## src/rtl/axi_crc_regbank_if.sv

```systemverilog
// AXI4 write/read channel bundle for the CRC register bank.
interface axi_crc_regbank_if #(
  parameter int ID_W = 4
);
  logic [ID_W-1:0] awid_i;
  logic [31:0]     awaddr_i;
  logic [7:0]      awlen_i;
  logic            awvalid_i;
  logic            awready_o;
  logic [31:0]     wdata_i;
  logic [3:0]      wstrb_i;
  logic            wlast_i;
  logic            wvalid_i;
  logic            wready_o;
  logic [ID_W-1:0] bid_o;
  logic [1:0]      bresp_o;
  logic            bvalid_o;
  logic            bready_i;
  logic [ID_W-1:0] arid_i;
  logic [31:0]     araddr_i;
  logic [7:0]      arlen_i;
  logic            arvalid_i;
  logic            arready_o;
  logic [ID_W-1:0] rid_o;
  logic [31:0]     rdata_o;
  logic [1:0]      rresp_o;
  logic            rlast_o;
  logic            rvalid_o;
  logic            rready_i;

  modport slave (
    input  awid_i, awaddr_i, awlen_i, awvalid_i, wdata_i, wstrb_i, wlast_i, wvalid_i,
           bready_i, arid_i, araddr_i, arlen_i, arvalid_i, rready_i,
    output awready_o, wready_o, bid_o, bresp_o, bvalid_o, arready_o,
           rid_o, rdata_o, rresp_o, rlast_o, rvalid_o
  );

  modport master (
    output awid_i, awaddr_i, awlen_i, awvalid_i, wdata_i, wstrb_i, wlast_i, wvalid_i,
           bready_i, arid_i, araddr_i, arlen_i, arvalid_i, rready_i,
    input  awready_o, wready_o, bid_o, bresp_o, bvalid_o, arready_o,
           rid_o, rdata_o, rresp_o, rlast_o, rvalid_o
  );
endinterface

```

## src/rtl/axi_crc_regbank.sv

```systemverilog
// AXI4 register bank with a background CRC-32 over all registers, exposed
// read-only at index NUM_REGS and on crc_o.
module axi_crc_regbank #(
  parameter int NUM_REGS = 8,
  parameter int ID_W     = 4
) (
  input  logic               clk,
  input  logic               areset,
  axi_crc_regbank_if.slave   s,
  output logic [31:0]        crc_o
);
  localparam int          CW      = (NUM_REGS > 1) ? $clog2(NUM_REGS) : 1;
  localparam logic [29:0] CRC_IDX = 30'(NUM_REGS);
  localparam logic [1:0]  OKAY    = 2'b00;
  localparam logic [1:0]  SLVERR  = 2'b10;
  localparam logic [31:0] POLY    = 32'hEDB88320;

  typedef enum logic [1:0] {W_IDLE, W_DATA, W_RESP} w_state_t;
  typedef enum logic [1:0] {R_IDLE, R_WAIT, R_DATA} r_state_t;
  typedef enum logic       {C_IDLE, C_RUN}          c_state_t;

  w_state_t w_state;
  r_state_t r_state;
  c_state_t c_state;

  logic [NUM_REGS-1:0][31:0] regs;
  logic [ID_W-1:0] w_id;
  logic [29:0]     w_idx, r_idx;
  logic            w_err;
  logic [7:0]      r_left;
  logic            dirty;
  logic [31:0]     c_acc, c_nxt;
  logic [CW-1:0]   c_cnt;

  logic        w_beat, w_hit, reg_wr, c_clean;
  logic [29:0] ar_idx;
  logic        unused_addr_lsbs;

  assign unused_addr_lsbs = ^{s.awaddr_i[1:0], s.araddr_i[1:0]};
  assign w_beat  = s.wready_o && s.wvalid_i;
  assign w_hit   = w_idx < CRC_IDX;
  assign reg_wr  = w_beat && w_hit && (|s.wstrb_i);
  assign c_clean = (c_state == C_IDLE) && !dirty;
  assign ar_idx  = s.araddr_i[31:2];

  // Bits consumed LSB first over the word == bytes LSB first, reflected.
  function automatic logic [31:0] crc_step(input logic [31:0] c, input logic [31:0] d);
    logic [31:0] x;
    x = c;
    for (int i = 0; i < 32; i++)
      x = (x >> 1) ^ ((x[0] ^ d[i]) ? POLY : 32'h0);
    return x;
  endfunction

  function automatic logic [33:0] rd_lookup(input logic [29:0] idx);
    if (idx < CRC_IDX)       return {OKAY, regs[idx[CW-1:0]]};
    else if (idx == CRC_IDX) return {OKAY, crc_o};
    else                     return {SLVERR, 32'h0};
  endfunction

  always_comb c_nxt = crc_step(c_acc, regs[c_cnt]);

  // Write channel and register storage.
  always_ff @(posedge clk or negedge areset) begin
    if (!areset) begin
      w_state     <= W_IDLE;
      s.awready_o <= 1'b1;
      s.wready_o  <= 1'b0;
      s.bvalid_o  <= 1'b0;
      s.bid_o     <= '0;
      s.bresp_o   <= OKAY;
      w_id        <= '0;
      w_idx       <= '0;
      w_err       <= 1'b0;
      regs        <= '0;
    end else begin
      case (w_state)
        W_IDLE: if (s.awvalid_i) begin
          w_id        <= s.awid_i;
          w_idx       <= s.awaddr_i[31:2];
          w_err       <= 1'b0;
          s.awready_o <= 1'b0;
          s.wready_o  <= 1'b1;
          w_state     <= W_DATA;
        end
        W_DATA: if (w_beat) begin
          if (w_hit)
            for (int b = 0; b < 4; b++)
              if (s.wstrb_i[b]) regs[w_idx[CW-1:0]][8*b +: 8] <= s.wdata_i[8*b +: 8];
          w_idx <= w_idx + 30'd1;
          w_err <= w_err | !w_hit;
          if (s.wlast_i) begin
            s.wready_o <= 1'b0;
            s.bvalid_o <= 1'b1;
            s.bid_o    <= w_id;
            s.bresp_o  <= (w_err || !w_hit) ? SLVERR : OKAY;
            w_state    <= W_RESP;
          end
        end
        W_RESP: if (s.bready_i) begin
          s.bvalid_o  <= 1'b0;
          s.bresp_o   <= OKAY;
          s.awready_o <= 1'b1;
          w_state     <= W_IDLE;
        end
        default: w_state <= W_IDLE;
      endcase
    end
  end

  // Read channel; data is captured at the launching edge so a same-edge
  // write still shows the old value.
  always_ff @(posedge clk or negedge areset) begin
    if (!areset) begin
      r_state     <= R_IDLE;
      s.arready_o <= 1'b1;
      s.rvalid_o  <= 1'b0;
      s.rlast_o   <= 1'b0;
      s.rdata_o   <= '0;
      s.rresp_o   <= OKAY;
      s.rid_o     <= '0;
      r_idx       <= '0;
      r_left      <= '0;
    end else begin
      case (r_state)
        R_IDLE: if (s.arvalid_i) begin
          s.arready_o <= 1'b0;
          s.rid_o     <= s.arid_i;
          r_idx       <= ar_idx;
          r_left      <= s.arlen_i;
          if (ar_idx == CRC_IDX && !c_clean) begin
            r_state <= R_WAIT;
          end else begin
            {s.rresp_o, s.rdata_o} <= rd_lookup(ar_idx);
            s.rvalid_o <= 1'b1;
            s.rlast_o  <= (s.arlen_i == 8'd0);
            r_state    <= R_DATA;
          end
        end
        R_WAIT: if (c_clean) begin
          {s.rresp_o, s.rdata_o} <= rd_lookup(r_idx);
          s.rvalid_o <= 1'b1;
          s.rlast_o  <= (r_left == 8'd0);
          r_state    <= R_DATA;
        end
        R_DATA: if (s.rready_i) begin
          if (s.rlast_o) begin
            s.rvalid_o  <= 1'b0;
            s.rlast_o   <= 1'b0;
            s.rdata_o   <= '0;
            s.rresp_o   <= OKAY;
            s.arready_o <= 1'b1;
            r_state     <= R_IDLE;
          end else begin
            {s.rresp_o, s.rdata_o} <= rd_lookup(r_idx + 30'd1);
            r_idx     <= r_idx + 30'd1;
            r_left    <= r_left - 8'd1;
            s.rlast_o <= (r_left == 8'd1);
          end
        end
        default: r_state <= R_IDLE;
      endcase
    end
  end

  // CRC engine; a write landing on the final run cycle restarts straight away.
  always_ff @(posedge clk or negedge areset) begin
    if (!areset) begin
      c_state <= C_IDLE;
      dirty   <= 1'b1;
      crc_o   <= '0;
      c_acc   <= 32'hFFFFFFFF;
      c_cnt   <= '0;
    end else begin
      case (c_state)
        C_IDLE: begin
          if (dirty) begin
            dirty   <= 1'b0;
            c_acc   <= 32'hFFFFFFFF;
            c_cnt   <= '0;
            c_state <= C_RUN;
          end else if (reg_wr) begin
            dirty <= 1'b1;
          end
        end
        C_RUN: begin
          if (c_cnt == CW'(NUM_REGS-1)) begin
            crc_o <= ~c_nxt;
            if (dirty || reg_wr) begin
              dirty <= 1'b0;
              c_acc <= 32'hFFFFFFFF;
              c_cnt <= '0;
            end else begin
              c_state <= C_IDLE;
            end
          end else begin
            c_acc <= c_nxt;
            c_cnt <= c_cnt + CW'(1);
            if (reg_wr) dirty <= 1'b1;
          end
        end
        default: c_state <= C_IDLE;
      endcase
    end
  end
endmodule

```

## src/flat_wrapper.sv

```systemverilog
// flat-port wrapper written by rule: the top's interface ports become plain ports
module axi_crc_regbank_flat 
#(
  parameter int NUM_REGS = 8,
  parameter int ID_W     = 4
)
  (clk, areset, crc_o, s_awid_i, s_awaddr_i, s_awlen_i, s_awvalid_i, s_wdata_i, s_wstrb_i, s_wlast_i, s_wvalid_i, s_bready_i, s_arid_i, s_araddr_i, s_arlen_i, s_arvalid_i, s_rready_i, s_awready_o, s_wready_o, s_bid_o, s_bresp_o, s_bvalid_o, s_arready_o, s_rid_o, s_rdata_o, s_rresp_o, s_rlast_o, s_rvalid_o);
  axi_crc_regbank_if #(.ID_W(ID_W)) s_i ();
  input  logic clk;
  input  logic areset;
  output logic [31:0] crc_o;
  input wire logic [$bits(s_i.awid_i)-1:0] s_awid_i;
  input wire logic [$bits(s_i.awaddr_i)-1:0] s_awaddr_i;
  input wire logic [$bits(s_i.awlen_i)-1:0] s_awlen_i;
  input wire logic [$bits(s_i.awvalid_i)-1:0] s_awvalid_i;
  input wire logic [$bits(s_i.wdata_i)-1:0] s_wdata_i;
  input wire logic [$bits(s_i.wstrb_i)-1:0] s_wstrb_i;
  input wire logic [$bits(s_i.wlast_i)-1:0] s_wlast_i;
  input wire logic [$bits(s_i.wvalid_i)-1:0] s_wvalid_i;
  input wire logic [$bits(s_i.bready_i)-1:0] s_bready_i;
  input wire logic [$bits(s_i.arid_i)-1:0] s_arid_i;
  input wire logic [$bits(s_i.araddr_i)-1:0] s_araddr_i;
  input wire logic [$bits(s_i.arlen_i)-1:0] s_arlen_i;
  input wire logic [$bits(s_i.arvalid_i)-1:0] s_arvalid_i;
  input wire logic [$bits(s_i.rready_i)-1:0] s_rready_i;
  output wire logic [$bits(s_i.awready_o)-1:0] s_awready_o;
  output wire logic [$bits(s_i.wready_o)-1:0] s_wready_o;
  output wire logic [$bits(s_i.bid_o)-1:0] s_bid_o;
  output wire logic [$bits(s_i.bresp_o)-1:0] s_bresp_o;
  output wire logic [$bits(s_i.bvalid_o)-1:0] s_bvalid_o;
  output wire logic [$bits(s_i.arready_o)-1:0] s_arready_o;
  output wire logic [$bits(s_i.rid_o)-1:0] s_rid_o;
  output wire logic [$bits(s_i.rdata_o)-1:0] s_rdata_o;
  output wire logic [$bits(s_i.rresp_o)-1:0] s_rresp_o;
  output wire logic [$bits(s_i.rlast_o)-1:0] s_rlast_o;
  output wire logic [$bits(s_i.rvalid_o)-1:0] s_rvalid_o;
  assign s_i.awid_i = s_awid_i;
  assign s_i.awaddr_i = s_awaddr_i;
  assign s_i.awlen_i = s_awlen_i;
  assign s_i.awvalid_i = s_awvalid_i;
  assign s_i.wdata_i = s_wdata_i;
  assign s_i.wstrb_i = s_wstrb_i;
  assign s_i.wlast_i = s_wlast_i;
  assign s_i.wvalid_i = s_wvalid_i;
  assign s_i.bready_i = s_bready_i;
  assign s_i.arid_i = s_arid_i;
  assign s_i.araddr_i = s_araddr_i;
  assign s_i.arlen_i = s_arlen_i;
  assign s_i.arvalid_i = s_arvalid_i;
  assign s_i.rready_i = s_rready_i;
  assign s_awready_o = s_i.awready_o;
  assign s_wready_o = s_i.wready_o;
  assign s_bid_o = s_i.bid_o;
  assign s_bresp_o = s_i.bresp_o;
  assign s_bvalid_o = s_i.bvalid_o;
  assign s_arready_o = s_i.arready_o;
  assign s_rid_o = s_i.rid_o;
  assign s_rdata_o = s_i.rdata_o;
  assign s_rresp_o = s_i.rresp_o;
  assign s_rlast_o = s_i.rlast_o;
  assign s_rvalid_o = s_i.rvalid_o;
  axi_crc_regbank #(.NUM_REGS(NUM_REGS), .ID_W(ID_W)) u_core (.clk(clk), .areset(areset), .s(s_i), .crc_o(crc_o));
endmodule
```

## config.mk

```make
export PLATFORM = sky130hd
export DESIGN_NAME = axi_crc_regbank_flat
export DESIGN_NICKNAME = d
export VERILOG_FILES = /design/src/rtl/axi_crc_regbank_if.sv /design/src/rtl/axi_crc_regbank.sv /design/src/flat_wrapper.sv
export SDC_FILE = /design/constraint.sdc
export NUM_CORES = 1
export LEC_CHECK = 0
export CAP_MARGIN = 20
export CORE_MARGIN = 5
export CORE_UTILIZATION = 50
export DETAILED_ROUTE_END_ITERATION = 10
export PLACE_DENSITY = 0.69
export SETUP_SLACK_MARGIN = 0.05
export SLEW_MARGIN = 25
export SYNTH_ARGS = -nofsm -noshare
export SYNTH_HDL_FRONTEND = slang
export SYNTH_SLANG_ARGS = --single-unit
export TNS_END_PERCENT = 100
```

## constraint.sdc

```tcl
create_clock -name clk -period 5 [get_ports clk]
set_clock_uncertainty 0.15 [all_clocks]
set_input_delay 0.75 -clock clk [delete_from_list [all_inputs] [get_ports clk]]
set_output_delay 0.75 -clock clk [all_outputs]
set_load 0.03 [all_outputs]
```

==> results of run 1 <==
-- per-layer routing --
layer  vias up  share of wire, %  track usage [%]
met5         -             0.017                0
li1      10700                 -                -
met3       282               9.2             6.08
met4         2               4.3             11.9
met1     12600                39             40.5
met2      1286                47             47.8
-- repair_timing --
| action | 4_1_cts | 5_1_grt |
|---|---|---|
| setup buffers | 3 | 10 |
| pin swaps | 0 | 12 |
| cloned | 0 | 0 |
| setup endpoints to repair | 9 | 18 |
| resized for setup | 4 | 16 |
-- layout by cell type (no fill, tap or decap), types with 14 or more instances in the layout --
cell,count
nand2_1,259
mux4_2,226
nor2_1,153
clkdlybuf4s50_1,195
o22ai_1,58
a211oi_1,33
a21oi_1,189
and3_1,25
buf_4,187
nand3_1,57
xnor3_2,14
xnor2_2,20
mux2_2,302
a22o_1,32
xor2_1,50
clkbuf_16,53
o211ai_1,34
mux2i_1,120
xnor3_1,26
dfrtp_1,410
nor3_1,14
nor4_1,22
xnor2_1,121
dfstp_2,35
o21ai_0,111
-- flip-flops by register name, indices dropped and copies added (netlist names), 2 cells and up --
register	flops
u_core.c_acc	32
u_core.r_left	8
u_core.w_id	4
u_core.regs	256
u_core.w_idx	30
u_core.r_state	2
u_core.s.rdata_o	32
u_core.w_state	2
u_core.s.rid_o	4
u_core.r_idx	30
u_core.s.bid_o	4
u_core.c_cnt	3
u_core.crc_o	32
-- worst register-to-register path: stages, from the launching register on --
cell and delay, ns:
dfrtp_4 0.51, buf_6 0.18, buf_12 0.15, mux2_1 0.35, o22ai_2 0.16, a221o_2 0.21
xor2_4 0.27, xnor3_1 0.34, xnor2_4 0.33, xnor2_4 0.16, xnor3_1 0.48, buf_4 0.16
xnor2_1 0.26, xor3_2 0.36, xor3_1 0.43, mux2_2 0.28
-- worst min path at each step --
stage,start,to,slack [ns]
floorplan,u_core.w_id[0]$_DFFE_PN0P_,u_core.w_id[0]$_DFFE_PN0P_,0.29
global placement,u_core.s.awready_o$_DFFE_PN1P_,u_core.s.awready_o$_DFFE_PN1P_,0.30
global route,areset,u_core.r_idx[19]$_DFFE_PN0P_,0.17
detailed placement,u_core.s.awready_o$_DFFE_PN1P_,u_core.s.awready_o$_DFFE_PN1P_,0.30
finish,areset,u_core.r_idx[19]$_DFFE_PN0P_,0.1
CTS,areset,u_core.r_idx[17]$_DFFE_PN0P_,0.12
-- area by class of cell --
cell class                 instances  share of cell area [%]
antenna                            2                  0.0135
clock buffer                      75                    4.04
clock inverter                    22                   0.617
inverter                          14                   0.142
multi-input combinational       2045                    52.0
sequential                       450                    30.5
tap                              837                    2.82
timing repair buffer             401                    9.87
-- per-stage QoR --
step / std cells / area [µm²]
floorplan: 2703 / 31400
global placement: 3734 / 35200
detailed placement: 3734 / 35200
CTS: 3834 / 37000
global route: 3844 / 37100
finish: 3846 / 37100
-- cells by family (layout without fill, tap and decap cells) --
| kind of cell | Yosys count | count (layout) | share of synthesized area, % |
|---|---|---|---|
| other | 1 | 4 | 0.0120 |
| and+or+nand+nor | 603 | 603 | 8.61 |
| adders and majority gates | 10 | 10 | 0.399 |
| DFF | 450 | 450 | 36.1 |
| xor gates and xnor gates | 260 | 260 | 10.7 |
| AOI/OAI and AO/OA | 510 | 510 | 9.99 |
| muxes | 660 | 660 | 31.3 |
| buffers and inverters | 208 | 512 | 2.94 |
==> out/qor.yml, run 1 <==
outcome: "finished, final reports clean"
final.min_clock_period_ns: 4.88
cts_buffers: 53
yosys_warnings: 0
die-area_um2: 67800
cpPeakStageDelay_ns: 0.51
place_worst_setup_slack_ns: -0.0226
cts-root-buf: "clkbuf_16"
cp.depth: 15
place_hpwl_mm: 68.7
groute.usage.overall_pct: 29.9
hold_viol_final: 0
synth_common_cells: "dfrtp_1 (415), mux2_2 (302), nand2_1 (260)"
reg2reg_slack_ns: 0.12
synth_edf_count: 0
drtIter0Drc: 2545
vias_per_cell: 6.47
setup_violations: 0
drv_slew: 0
wl_mm: 103
fmax_ghz: 0.205
nFillCells: 5007
synthCells: 2702
drive_gt1_share_pct: 31.6
core_region_area_um2: 61900
final_core_util_pct: 60.0
synth_area_um2: 31400
cp_max_fo: 7
io_buffers: 199
hold_buffers: 0
tightest_slew_ns: 1.18
endpoint: "u_core.crc_o[20]$_DFFE_PN0P_"
critPathCaptureType: "register"
grt_max_degree: 114
initial_core_util_pct: 50.6
arrival_ns: 5.21
timing.critical_path.buf_inv: 3
ys_top_cells_by_area: "dfrtp_1 (33%), mux4_2 (16%), mux2_2 (11%), mux2i_1 (3.8%), xnor2_1 (3.6%)"
timing.max_cap.violations: 0
grt_pass1_vias: 24900
grt_pass1_wl_mm: 155
htree_levels: 2
multi_input_area_um2: 19300
cts_tree: "yes"
post-synth-top-count-cell: "dfrtp_1"
drt_pre_antenna_iters: 5
worst_r2r_path_depth: 15
regArea_um2: 11300
cts_num_sinks: 450
synth_top_area_cell: "dfrtp_1"
die_height_um: 260
cts_max_path_buffers: 3
antenna_found_initial: 3
die_w_um: 260
clkSlewWorstSetupHoldPaths_ns: 0.06
finalSetupTns_ns: 0
timing.final.ws_setup_ns: 0.124
post-route-drc-count: 0
crit_family: "XOR/XNOR gates"
place_congestion: 0.958
hp-class: "in2async"
hold_slack_ns: 0.0970
clock_latency_ns: 0.61
yosysSeqAreaShare_pct: 36.1
relSlewSlack_pct: 21.5
critical_path_class: "reg2reg"
synth_seq_cells: 450
vias: 24900
wl_per_cell_um: 26.8
synth-async-reset-ratio_pct: 100
path_cells: "buf_6, buf_12, mux2_1, o22ai_2, a221o_2, xor2_4, xnor3_1, xnor2_4, xnor2_4, xnor3_1, buf_4, xnor2_1, xor3_2, xor3_1, mux2_2"
worstSetupStartpointType: "register"
rsz0062_at_grt: "yes"
worstPathRequired_ns: 5.34
layout.nets: 3107
rr_endpoint: "u_core.crc_o[20]$_DFFE_PN0P_"
gr-total-overflow: 0
syn_avg_cell_area_um2: 11.6
crit_start: "u_core.c_cnt[0]$_DFFE_PN0P_"
yosysTopAreaCellShare_pct: 33.1
area_growth_pct: 18.4
crit_slowest_cell: "dfrtp_4"
r2r_start: "u_core.c_cnt[0]$_DFFE_PN0P_"
synth-main-ff-cell: "dfrtp_1"
io_pins: 214
synth.distinct_cells: 73
fin_crit_sh_pct: 97.5
rows: 91
ant_nets: 0
Power of run 1 is left out: the tool's default activity adds up to more than one toggle a clock period on the data nets, which glitch-free logic cannot reach.
==> run 2, diff against run 1 <==
--- a/config.mk
+++ b/config.mk
@@ -7,9 +7,9 @@
 export LEC_CHECK = 0
 export CAP_MARGIN = 20
 export CORE_MARGIN = 5
-export CORE_UTILIZATION = 50
+export CORE_UTILIZATION = 55
 export DETAILED_ROUTE_END_ITERATION = 10
-export PLACE_DENSITY = 0.69
+export PLACE_DENSITY = 0.75
 export SETUP_SLACK_MARGIN = 0.05
 export SLEW_MARGIN = 25
 export SYNTH_ARGS = -nofsm -noshare
==> run 2 against run 1 <==
  * The flow now finishes with violations (negative hold slack)
  * Final cell count shrank 3.0%
  * Sequential share of layout area grew 0.37 points
  * Core utilization grew 5.1 points
  * Fmax grew 0.28%
==> out/qor.yml, run 2 (synthesis results as in run 1) <==
relSlewSlack_pct: 26.3
cp_max_fo: 8
cp.depth: 15
clock_latency_ns: 0.62
layout_commonest_cell: "dfrtp_1"
grt_max_degree: 132
fmax_ghz: 0.206
crit_slowest_cell: "dfrtp_1"
layout.nets: 3076
rows: 87
clkSlewWorstSetupHoldPaths_ns: 0.06
groute.usage.overall_pct: 31.6
regMostFlops: "u_core.regs"
tightest_slew_ns: 1.11
cts_buffers: 51
core_region_area_um2: 56400
mostFrequentLayoutCells: "dfrtp_1 (410), mux2_2 (302), nand2_1 (258)"
crit_family: "XOR/XNOR gates"
cts_max_path_buffers: 3
violations: "negative hold slack"
dp.cells: 3629
hold_buffers: 0
outcome: "complete, but fails checks"
grt_pass1_vias: 25200
cts-root-buf: "clkbuf_16"
drive_gt1_share_pct: 30.6
rsz0062_at_grt: "yes"
io_pins: 214
area_growth_pct: 17.0
path_cells: "buf_4, inv_2, buf_4, mux2i_1, buf_4, xor2_1, xnor3_1, xor2_2, xnor3_1, xnor3_2, xnor2_4, buf_4, xor2_2, xnor3_1, mux2_2"
timing.max_cap.violations: 0
place_congestion: 0.944
hold_viol_final: 6
drt_pre_antenna_iters: 6
worst_r2r_path_depth: 15
cts_tree: "yes"
antenna_found_initial: 2
die-area_um2: 61900
hp-class: "in2async"
die_w_um: 249
cpMostUsedCell: "buf_4"
worstSetupStartpointType: "register"
vias_per_cell: 6.75
finalNonFillerCells: 3731
worstPathRequired_ns: 5.34
critical_path_class: "reg2reg"
largest_reg_flops: 256
wl_per_cell_um: 26.9
vias: 25200
setup_violations: 0
initial_core_util_pct: 55.6
drv_slew: 0
fin_crit_sh_pct: 97.3
die_height_um: 249
ant_nets: 0
timing.critical_path.buf_inv: 5
timing.final.ws_setup_ns: 0.137
cts_num_sinks: 450
gr-total-overflow: 0
htree_levels: 2
io_buffers: 199
drtIter0Drc: 2983
critPathCaptureType: "register"
final.min_clock_period_ns: 4.86
place_worst_setup_slack_ns: -0.0381
place_hpwl_mm: 66.5
final_core_util_pct: 65.1
arrival_ns: 5.21
post-route-drc-count: 0
cpPeakStageDelay_ns: 0.52
hold_slack_ns: -0.0305
grt_pass1_wl_mm: 153
wl_mm: 100
run 2: cell types whose count changed in the layout (fill, tap and decap cells not counted), moves of 2 or more:
cell and change:
clkbuf_1 +3, clkinvlp_4 -6, bufinv_16 -2, buf_12 -3, xnor2_2 -3, buf_6 -4
buf_4 -25, xnor2_1 +3
run 2: worst reg2reg max path, delay by kind of cell, from the launching register on:
family / cells / cell delay [ns]
xor+xnor: 8 / 2.50
buf+inv: 5 / 1.08
flops: 1 / 0.52
mux: 2 / 0.50
run 2: final cells by class:
class | count | area, µm²
timing repair buffer | 372 | 3440
clock buffer | 76 | 1460
sequential | 450 | 11300
multi-input combinational | 2045 | 19300
antenna | 2 | 5.00
inverter | 14 | 52.6
fill | 4296 | 19700
clock inverter | 16 | 153
tap | 756 | 946
run 2: final timing paths:
check	from	end	slack [ns]
max	u_core.c_cnt[2]$_DFFE_PN0P_	u_core.crc_o[22]$_DFFE_PN0P_	0.14
min	areset	u_core.r_idx[19]$_DFFE_PN0P_	-0.03
max reg2reg	u_core.c_cnt[2]$_DFFE_PN0P_	u_core.crc_o[22]$_DFFE_PN0P_	0.14
min reg2reg	u_core.s.awready_o$_DFFE_PN1P_	u_core.s.awready_o$_DFFE_PN1P_	0.32
max in group asynchronous	areset	u_core.c_cnt[1]$_DFFE_PN0P_	3.54
min in group clk	u_core.s.awready_o$_DFFE_PN1P_	u_core.s.awready_o$_DFFE_PN1P_	0.32
run 2: per-stage QoR:
stage | TNS [ns] | instance area [µm²]
after floorplan | 0 | 31400
after global placement | 0 | 34800
after detailed placement | -0.0647 | 34800
after CTS | 0 | 36500
after global routing | 0 | 36700
final | 0 | 36700
run 2: repair_timing:
item	4_1_cts	5_1_grt
setup buffers	1	5
setup endpoints to repair	11	28
pin swaps	0	7
gates cloned	0	1
resized for setup	2	15
run 2: layer usage:
| layer | track usage [%] | wire length, µm |
|---|---|---|
| met4 | 14.7 | 5280 |
| met5 | 0 | 0 |
| met3 | 8.49 | 11000 |
| met2 | 49.0 | 46400 |
| met1 | 42.0 | 37600 |
Power of run 2 is left out for the same reason.
